`config.mk`:
```
export PLATFORM = sky130hd
export DESIGN_NAME = scan_select_sequencer
export DESIGN_NICKNAME = d
export VERILOG_FILES = /design/src/rtl/scan_select_sequencer.sv
export SDC_FILE = /design/constraint.sdc
export NUM_CORES = 1
export LEC_CHECK = 0
export CORE_MARGIN = 3
export CORE_UTILIZATION = 38
export CTS_CLUSTER_DIAMETER = 50
export DETAILED_ROUTE_END_ITERATION = 8
export PLACE_DENSITY_LB_ADDON = 0.08
export SYNTH_ARGS = -nofsm -noshare
export SYNTH_HDL_FRONTEND = slang
export SYNTH_SLANG_ARGS = --single-unit
```
`constraint.sdc`:
```
create_clock -name i_clk -period 3.1 [get_ports i_clk]
set_clock_uncertainty 0.15 [all_clocks]
set_input_delay 0.31 -clock i_clk [delete_from_list [all_inputs] [get_ports i_clk]]
set_output_delay 0.31 -clock i_clk [all_outputs]
set_load 0.05 [all_outputs]
```
`src/rtl/scan_select_sequencer.sv`:
```
// rtl/scan_select_sequencer.sv - slot scan sequencer driving a 2-to-4 decoder
//
// Purpose:
//   Steps the decoder select {o_a,o_b} through slots 0..3. Each active slot
//   holds o_enable high for DWELL_CYCLES clocks. Masked slots are skipped.
//   A one-cycle i_start runs one non-wrapping sweep. A high i_run level scans
//   continuously, wrapping 3->0, until run is low at a slot boundary.
//
// Ports:
//   i_clk         in   system clock, rising edge
//   i_rst         in   synchronous reset, active-high, highest priority
//   i_start       in   single-sweep request, honoured only when idle
//   i_run         in   continuous-scan level; wins over i_start
//   i_skip_mask   in   [3:0] bit i set = slot i skipped; read at slot boundaries
//   o_a, o_b      out  slot index MSB/LSB; hold their value after termination
//   o_enable      out  decoder enable during an active slot's dwell
//   o_slot_start  out  pulse on the first dwell cycle of each slot
//   o_busy        out  high while a sweep or scan is in progress
//   o_done        out  pulse when a sweep or scan terminates
//
// Configuration macro:
//   SCAN_BLANKING_EN - inserts one BLANK cycle (enable low, busy high, old slot
//   held) between consecutive slots. It is never inserted after the last slot.

module scan_select_sequencer #(
  parameter int DWELL_CYCLES = 4
) (
  input  logic       i_clk,
  input  logic       i_rst,
  input  logic       i_start,
  input  logic       i_run,
  input  logic [3:0] i_skip_mask,
  output logic       o_a,
  output logic       o_b,
  output logic       o_enable,
  output logic       o_slot_start,
  output logic       o_busy,
  output logic       o_done
);

  localparam int CNT_W = $clog2(DWELL_CYCLES) + 1;
  localparam logic [CNT_W-1:0] CNT_LAST = CNT_W'(DWELL_CYCLES - 1);

`ifdef SCAN_BLANKING_EN
  typedef enum logic [1:0] {S_IDLE = 2'd0, S_DWELL = 2'd1, S_BLANK = 2'd2} state_t;
`else
  typedef enum logic [1:0] {S_IDLE = 2'd0, S_DWELL = 2'd1} state_t;
`endif

  state_t           r_state, w_state;
  logic [1:0]       r_slot, w_slot;
  logic [CNT_W-1:0] r_cnt, w_cnt;
  logic             r_cont, w_cont;
  logic             r_done_evt, w_done_evt;
  logic [2:0]       w_first, w_succ;
`ifdef SCAN_BLANKING_EN
  logic [1:0]       r_next, w_next;
`endif

  // Lowest unmasked slot as {found, slot}.
  function automatic logic [2:0] f_first(input logic [3:0] mask);
    logic [2:0] res;
    res = 3'b000;
    for (int s = 3; s >= 0; s--) begin
      if (!mask[2'(s)]) res = {1'b1, 2'(s)};
    end
    return res;
  endfunction

  // Nearest unmasked slot above cur as {found, slot}. With wrap, the search
  // continues through 0 and ends on cur itself (distance 4).
  function automatic logic [2:0] f_next(input logic [1:0] cur, input logic [3:0] mask,
                                        input logic wrap);
    logic [2:0] res;
    logic [2:0] sum;
    res = {1'b0, cur};
    for (int d = 4; d >= 1; d--) begin
      sum = {1'b0, cur} + 3'(d);
      if (!mask[sum[1:0]] && (wrap || !sum[2])) res = {1'b1, sum[1:0]};
    end
    return res;
  endfunction

  assign w_first = f_first(i_skip_mask);
  assign w_succ  = f_next(r_slot, i_skip_mask, r_cont);

  always_comb begin
    w_state    = r_state;
    w_slot     = r_slot;
    w_cnt      = r_cnt;
    w_cont     = r_cont;
    w_done_evt = 1'b0;
`ifdef SCAN_BLANKING_EN
    w_next     = r_next;
`endif
    case (r_state)
      S_IDLE: begin
        // The cycle carrying a pending done still counts as busy, so requests
        // seen then are dropped; this also paces empty-mask runs to every
        // other cycle.
        if (!r_done_evt && (i_start || i_run)) begin
          w_cont = i_run;
          if (w_first[2]) begin
            w_state = S_DWELL;
            w_slot  = w_first[1:0];
            w_cnt   = '0;
          end else begin
            w_done_evt = 1'b1;
          end
        end
      end
      S_DWELL: begin
        if (r_cnt == CNT_LAST) begin
          if (w_succ[2] && (!r_cont || i_run)) begin
`ifdef SCAN_BLANKING_EN
            w_state = S_BLANK;
            w_next  = w_succ[1:0];
`else
            w_slot  = w_succ[1:0];
            w_cnt   = '0;
`endif
          end else begin
            w_state    = S_IDLE;
            w_done_evt = 1'b1;
          end
        end else begin
          w_cnt = r_cnt + CNT_W'(1);
        end
      end
`ifdef SCAN_BLANKING_EN
      S_BLANK: begin
        w_state = S_DWELL;
        w_slot  = r_next;
        w_cnt   = '0;
      end
`endif
      default: w_state = S_IDLE;
    endcase
  end

  // Outputs are registered from the state of the previous cycle, which puts
  // the first enable one edge after the request is sampled.
  always_ff @(posedge i_clk) begin
    if (i_rst) begin
      r_state      <= S_IDLE;
      r_slot       <= 2'b00;
      r_cnt        <= '0;
      r_cont       <= 1'b0;
      r_done_evt   <= 1'b0;
      o_a          <= 1'b0;
      o_b          <= 1'b0;
      o_enable     <= 1'b0;
      o_slot_start <= 1'b0;
      o_busy       <= 1'b0;
      o_done       <= 1'b0;
    end else begin
      r_state      <= w_state;
      r_slot       <= w_slot;
      r_cnt        <= w_cnt;
      r_cont       <= w_cont;
      r_done_evt   <= w_done_evt;
      o_a          <= r_slot[1];
      o_b          <= r_slot[0];
      o_enable     <= (r_state == S_DWELL);
      o_slot_start <= (r_state == S_DWELL) && (r_cnt == '0);
      o_busy       <= (r_state != S_IDLE);
      o_done       <= r_done_evt;
    end
  end

`ifdef SCAN_BLANKING_EN
  always_ff @(posedge i_clk) begin
    if (i_rst) r_next <= 2'b00;
    else       r_next <= w_next;
  end
`endif

endmodule
```
; Word-level counts from Yosys, hierarchy flattened
; Index checks and enable logic that the tools add are counted.
[totals]
register_bits = 15
inputBits = 8
output_inout_bits = 6
elab_cells = 94
[op_classes]
add_sub_neg = 5
magnitude_cmp = 4
n_eq_ne = 9
n_mux = 34
n_reduce_logical = 31
[ops]
columns = operator, count
row1 = 2-to-1 mux 3 bit, 10
row2 = 2-to-1 mux 2 bit, 8
row3 = "< comparator 2 x 3 -> 1 bit, second input constant", 4
row4 = logical NOT 1 bit, 10
row5 = "inequality test 2 bit, second input constant", 5
row6 = binary-select mux 1 bit (select 2 bit), 4
row7 = 2-to-1 mux 1 bit, 8
row8 = one-hot mux 2 bit (2 select lines), 2
row9 = AND reduction 4 bit, 2
row10 = logical AND 1 bit, 7
row11 = "adder 2 x 2 -> 3 bit, second input constant", 2
row12 = logical OR 1 bit, 6
row13 = one-hot mux 3 bit (2 select lines), 1
row14 = AND reduction 6 bit, 1
row15 = "inequality test 5 bit, second input constant", 1
row16 = nonzero test 2 bit, 2
row17 = "adder 2 x 1 -> 3 bit, second input constant", 1
row18 = "adder 2 x 3 -> 3 bit, second input constant", 1
row19 = "adder 3 x 1 -> 3 bit, second input constant", 1
row20 = "equality test 3 x 2 -> 1 bit, second input constant", 1
row21 = logical NOT 3 bit, 1
row22 = "inequality test 3 bit, second input constant", 1
row23 = "equality test 2 x 1 -> 1 bit, second input constant", 1
row24 = logical NOT 2 bit, 1
row25 = other kinds (2), 2

; Depth between registers and ports, before layout
[logic_depth]
ltp_word = 13
depth_mapped = 8
depth_no_buf = 7

; Worst setup path before layout
; Ideal clock, no wire load.
[synth_path]
path_type = reg-to-reg
start = reg r_slot[0]
end = reg r_cnt[1]
setup_time_ps = 72
t_arrival_ps = 2097
path_slack_ps = 781
stages_incl_launch_ff = 9
n_path_buf = 1
period_less_slack_ps = 2319
path_cell_list = dfxtp_1 > buf_6 > inv_1 > ha_1 > mux4_1 > nor2_2 > o41ai_1 > a21bo_2 > mux2i_1
[synth_between]
elab_chain_len = 12
[synth_rtl]
columns = element, line
row1 = start: declaration, 51  ; logic [1:0] r_slot, w_slot;
row2 = start signal: assignment, 158  ; r_slot <= w_slot;
row3 = adder 2 x 3 -> 3 bit, 78  ; sum = {1'b0, cur} + 3'(d);
row4 = binary-select mux 1 bit (select 2 bit), 79  ; if (!mask[sum[1:0]] && (wrap || !sum[2])) res = {1'b1, sum[1:0]};
row5 = 2-to-1 mux 1 bit (implied by the code), 79
row6 = logical NOT 1 bit, 79
row7 = logical AND 1 bit, 79
row8 = 2-to-1 mux 3 bit (3 in series), 79
row9 = 2-to-1 mux 3 bit *, 79
row10 = logical AND 1 bit *, 114  ; if (w_succ[2] && (!r_cont || i_run)) begin
row11 = inequality test 3 bit (no source line) *, n/a
row12 = AND reduction 4 bit (no source line) *, n/a
row13 = end signal: assignment, 159  ; r_cnt <= w_cnt;
row14 = end: declaration, 52  ; logic [CNT_W-1:0] r_cnt, w_cnt;
; Mark *: on every way between the ends. The rest lies on a longest branch, timed or not. The select of a mux whose other input is x is not followed.
; A chain may end at the register's enable or synchronous reset.

; Worst setup path in the final report
[layout_path]
start = reg r_slot[0]
end = reg r_slot[0]
[layout_between]
elab_chain_len = 12
[layout_rtl]
columns = element, line
row1 = adder 2 x 3 -> 3 bit, 78
row2 = binary-select mux 1 bit (select 2 bit), 79
row3 = 2-to-1 mux 1 bit (implied by the code), 79
row4 = logical NOT 1 bit, 79
row5 = logical AND 1 bit, 79
row6 = 2-to-1 mux 3 bit (4 in series), 79
row7 = logical AND 1 bit, 114
row8 = inequality test 2 bit (no source line), n/a
row9 = AND reduction 6 bit (no source line), n/a
; Parallel ways exist; a longest one is shown, timed or not. The select of a mux whose other input is x is not followed.

==> flow_metrics.tcl <==
set metrics [dict create \
    synth.top_cell.area_share 0.304 \
    max_clock_freq_mhz 377 \
    nFillCells 215 \
    regMostFlops "r_cnt" \
    avgSynthCellArea_sq_um 9.62 \
    dr.pass1.iters 4 \
    setup_viol 0 \
    clock_sinks 13 \
    arrival_ns 2.70 \
    synth_area_sq_um 856 \
    antenna_found_initial 0 \
    worstHoldEndpoint "r_cnt[2]" \
    antenna_left 0 \
    top_regs "r_cnt (3), r_slot (2)" \
    syn_inst 89 \
    timing.rr.start "r_slot[0]" \
    die-area_sq_um 2860 \
    io_buffers 13 \
    num_io_pins 14 \
    grt_pass1_wl_um 2940 \
    avgRoutedWirePerCell_um 13.3 \
    drive_gt1_frac 0.157 \
    outcome "finished, final reports clean" \
    regArea_sq_um 260 \
    cp_max_fo 12 \
    criticalPathCategory "flip-flop to flip-flop" \
    netlist_top_cells_count "dfxtp_1, inv_1, nand2_1, nor2_1" \
    synth_seq_area_share 0.304 \
    nets 115 \
    start_util 0.419 \
    power_density_nw_per_um2 399 \
    period_minus_slack_ns 2.65 \
    core_sq_um 2040 \
    antenna_cells 0 \
    dieHeight_um 53.5 \
    synth.area.top_cells "dfxtp_1, mux4_1, ha_1, buf_6, and2b_2" \
    multi_input_area_sq_um 522 \
    cts_tree "done" \
    drt_wl_total_um 1720 \
    cp-start-kind "flip-flop" \
    maxCapViolCount 0 \
    min_path_type "flip-flop to flip-flop" \
    dpl_cell_area_sq_um 972 \
    drc 0 \
    clk_path_buf_depth 2 \
    fp.dieW_um 53.5 \
    syn_nets 101 \
    synth_edf_count 0 \
    postCtsHoldBufs 0 \
    vias_per_cell 5.54 \
    r2r-end "r_slot[0]" \
    finalCritPeriodShare 0.855 \
    gr-usage-all-layers 0.141 \
    grt_pass1_vias 667 \
    post_cts.repair.setup_buffers 0 \
    worstHoldPathCells 2 \
    max-slew-margin-rel 0.664 \
    numCtsBuffers 3 \
    p_leak_nw 0.381 \
    reg2regPathDepth 8 \
    drt_iter0_drc 22 \
    r2r_slack_ns 0.45 \
    vias 715 \
    grt_max_degree 13 \
    yosys_most_used_dff "dfxtp_1" \
    final_area_sq_um 998 \
    hp-start "r_cnt[2]" \
    clkSlewWorstSetupHoldPaths_ns 0.08 \
    grt_setup_unrepaired "no" \
    synthMostInstantiatedCell "dfxtp_1" \
    num_rows 16 \
    largest_register_ffs 3 \
    worst_pin_slew_ns 0.502 \
    syn2layout_area_growth_pct 16.7 \
    yosys.area.top_type "dfxtp_1" \
    clockRootBuffer "clkbuf_4" \
    post_cts_resized 0 \
    setup_tns_ns 0 \
    ys_warn_count 0 \
    finalHoldViolCount 0 \
    async_flop_share 0 \
    report.final.slew_viol_count 0 \
    gp_congestion 0.918 \
    vdd_drop_max_mv 0.225 \
    place_hpwl_um 1300 \
    cts_max_level 1 \
    grt_remaining_overflow 0 \
    endpoint_kind "flip-flop" \
    crit_required_ns 3.15 \
    synth_seq_cells 13 \
    ys_types 41 \
    worst_skew_pair.late_latency_ns 0.27 \
]
## logic make-up (layout without fill, tap and decap cells)
| family | count (synthesis) | in the layout | synth area share |
|---|---|---|---|
| AO/OA/AOI/OAI | 24 | 24 | 0.211 |
| AND/OR/NAND/NOR | 32 | 32 | 0.216 |
| adder cells (fa/ha/maj) | 4 | 4 | 0.0585 |
| flip-flops | 13 | 13 | 0.304 |
| buffers and inverters | 10 | 23 | 0.0863 |
| multiplexers | 6 | 6 | 0.124 |
## worst max-delay path, cell delays in order, from the launching register on
cell and delay, ns:
dfxtp_1 0.59, inv_1 0.19, ha_1 0.39, mux4_1 0.30, nor2_2 0.18, o41ai_1 0.11
buf_4 0.15, o31a_1 0.29, o31ai_1 0.20
## cell type report
| type | count | area share |
|---|---|---|
| repair buffers | 14 | 0.138 |
| multi-input cells | 66 | 0.523 |
| inverters | 5 | 0.0188 |
| flip-flops and latches | 13 | 0.261 |
| well taps | 27 | 0.0338 |
| clock buffers | 4 | 0.0263 |
## stage by stage
step	power [mW]	setup WS, ns	util	cells	hold WS (ns)
floorplan	0.268	0.781	-	89	0.247
global placement	0.296	0.477	0.476	125	0.295
detailed placement	0.295	0.458	0.476	125	0.297
CTS	0.405	0.429	0.489	129	0.313
global route	0.424	0.199	0.489	129	0.347
finish	0.398	0.448	0.489	129	0.309
## per-layer routing
metal	GRT usage	vias up	routed length [um]
met5	0	-	0
li1	-	363	-
met2	0.200	23	738
met3	0.0310	4	88
met1	0.195	325	858
met4	0.0723	0	36
## power by group
| group | switching (mW) | internal [mW] | total (mW) |
|---|---|---|---|
| clock | 0.0566 | 0.0499 | 0.106 |
| sequential | 0.0118 | 0.175 | 0.186 |
| combinational | 0.0544 | 0.0509 | 0.105 |
| total | 0.123 | 0.275 | 0.398 |
## placed cells by master, fill, tap and decap left out, types with 2 or more instances in the layout
| cell type | Yosys | layout |
|---|---|---|
| clkdlybuf4s50_1 | 0 | 13 |
| a31oi_1 | 4 | 4 |
| clkbuf_4 | 0 | 3 |
| nor2b_1 | 2 | 2 |
| dfxtp_1 | 13 | 13 |
| o221ai_1 | 2 | 2 |
| mux2i_1 | 2 | 2 |
| nand3_1 | 3 | 3 |
| and2_1 | 2 | 2 |
| inv_1 | 5 | 5 |
| o21bai_1 | 2 | 2 |
| and2b_2 | 3 | 3 |
| a21oi_1 | 4 | 4 |
| nor2_1 | 5 | 5 |
| ha_1 | 4 | 4 |
| nand2_1 | 5 | 5 |
| o41ai_1 | 2 | 2 |
| mux4_1 | 2 | 2 |
| a2111oi_0 | 2 | 2 |
| nor2_2 | 2 | 2 |
## worst max path at each step
stage | from | to | slack [ns] | cells past startpoint
3_3_place_gp | r_slot[0] | r_slot[0] | 0.48 | 8
5_1_grt | r_slot[0] | r_slot[0] | 0.20 | 8
3_5_place_dp | r_slot[0] | r_slot[0] | 0.46 | 8
4_1_cts | r_slot[0] | r_slot[0] | 0.43 | 8
6_report | r_slot[0] | r_slot[0] | 0.45 | 8
2_1_floorplan | r_slot[0] | r_cnt[1] | 0.78 | 8
No activity file was read; power rests on OpenSTA's default activity.
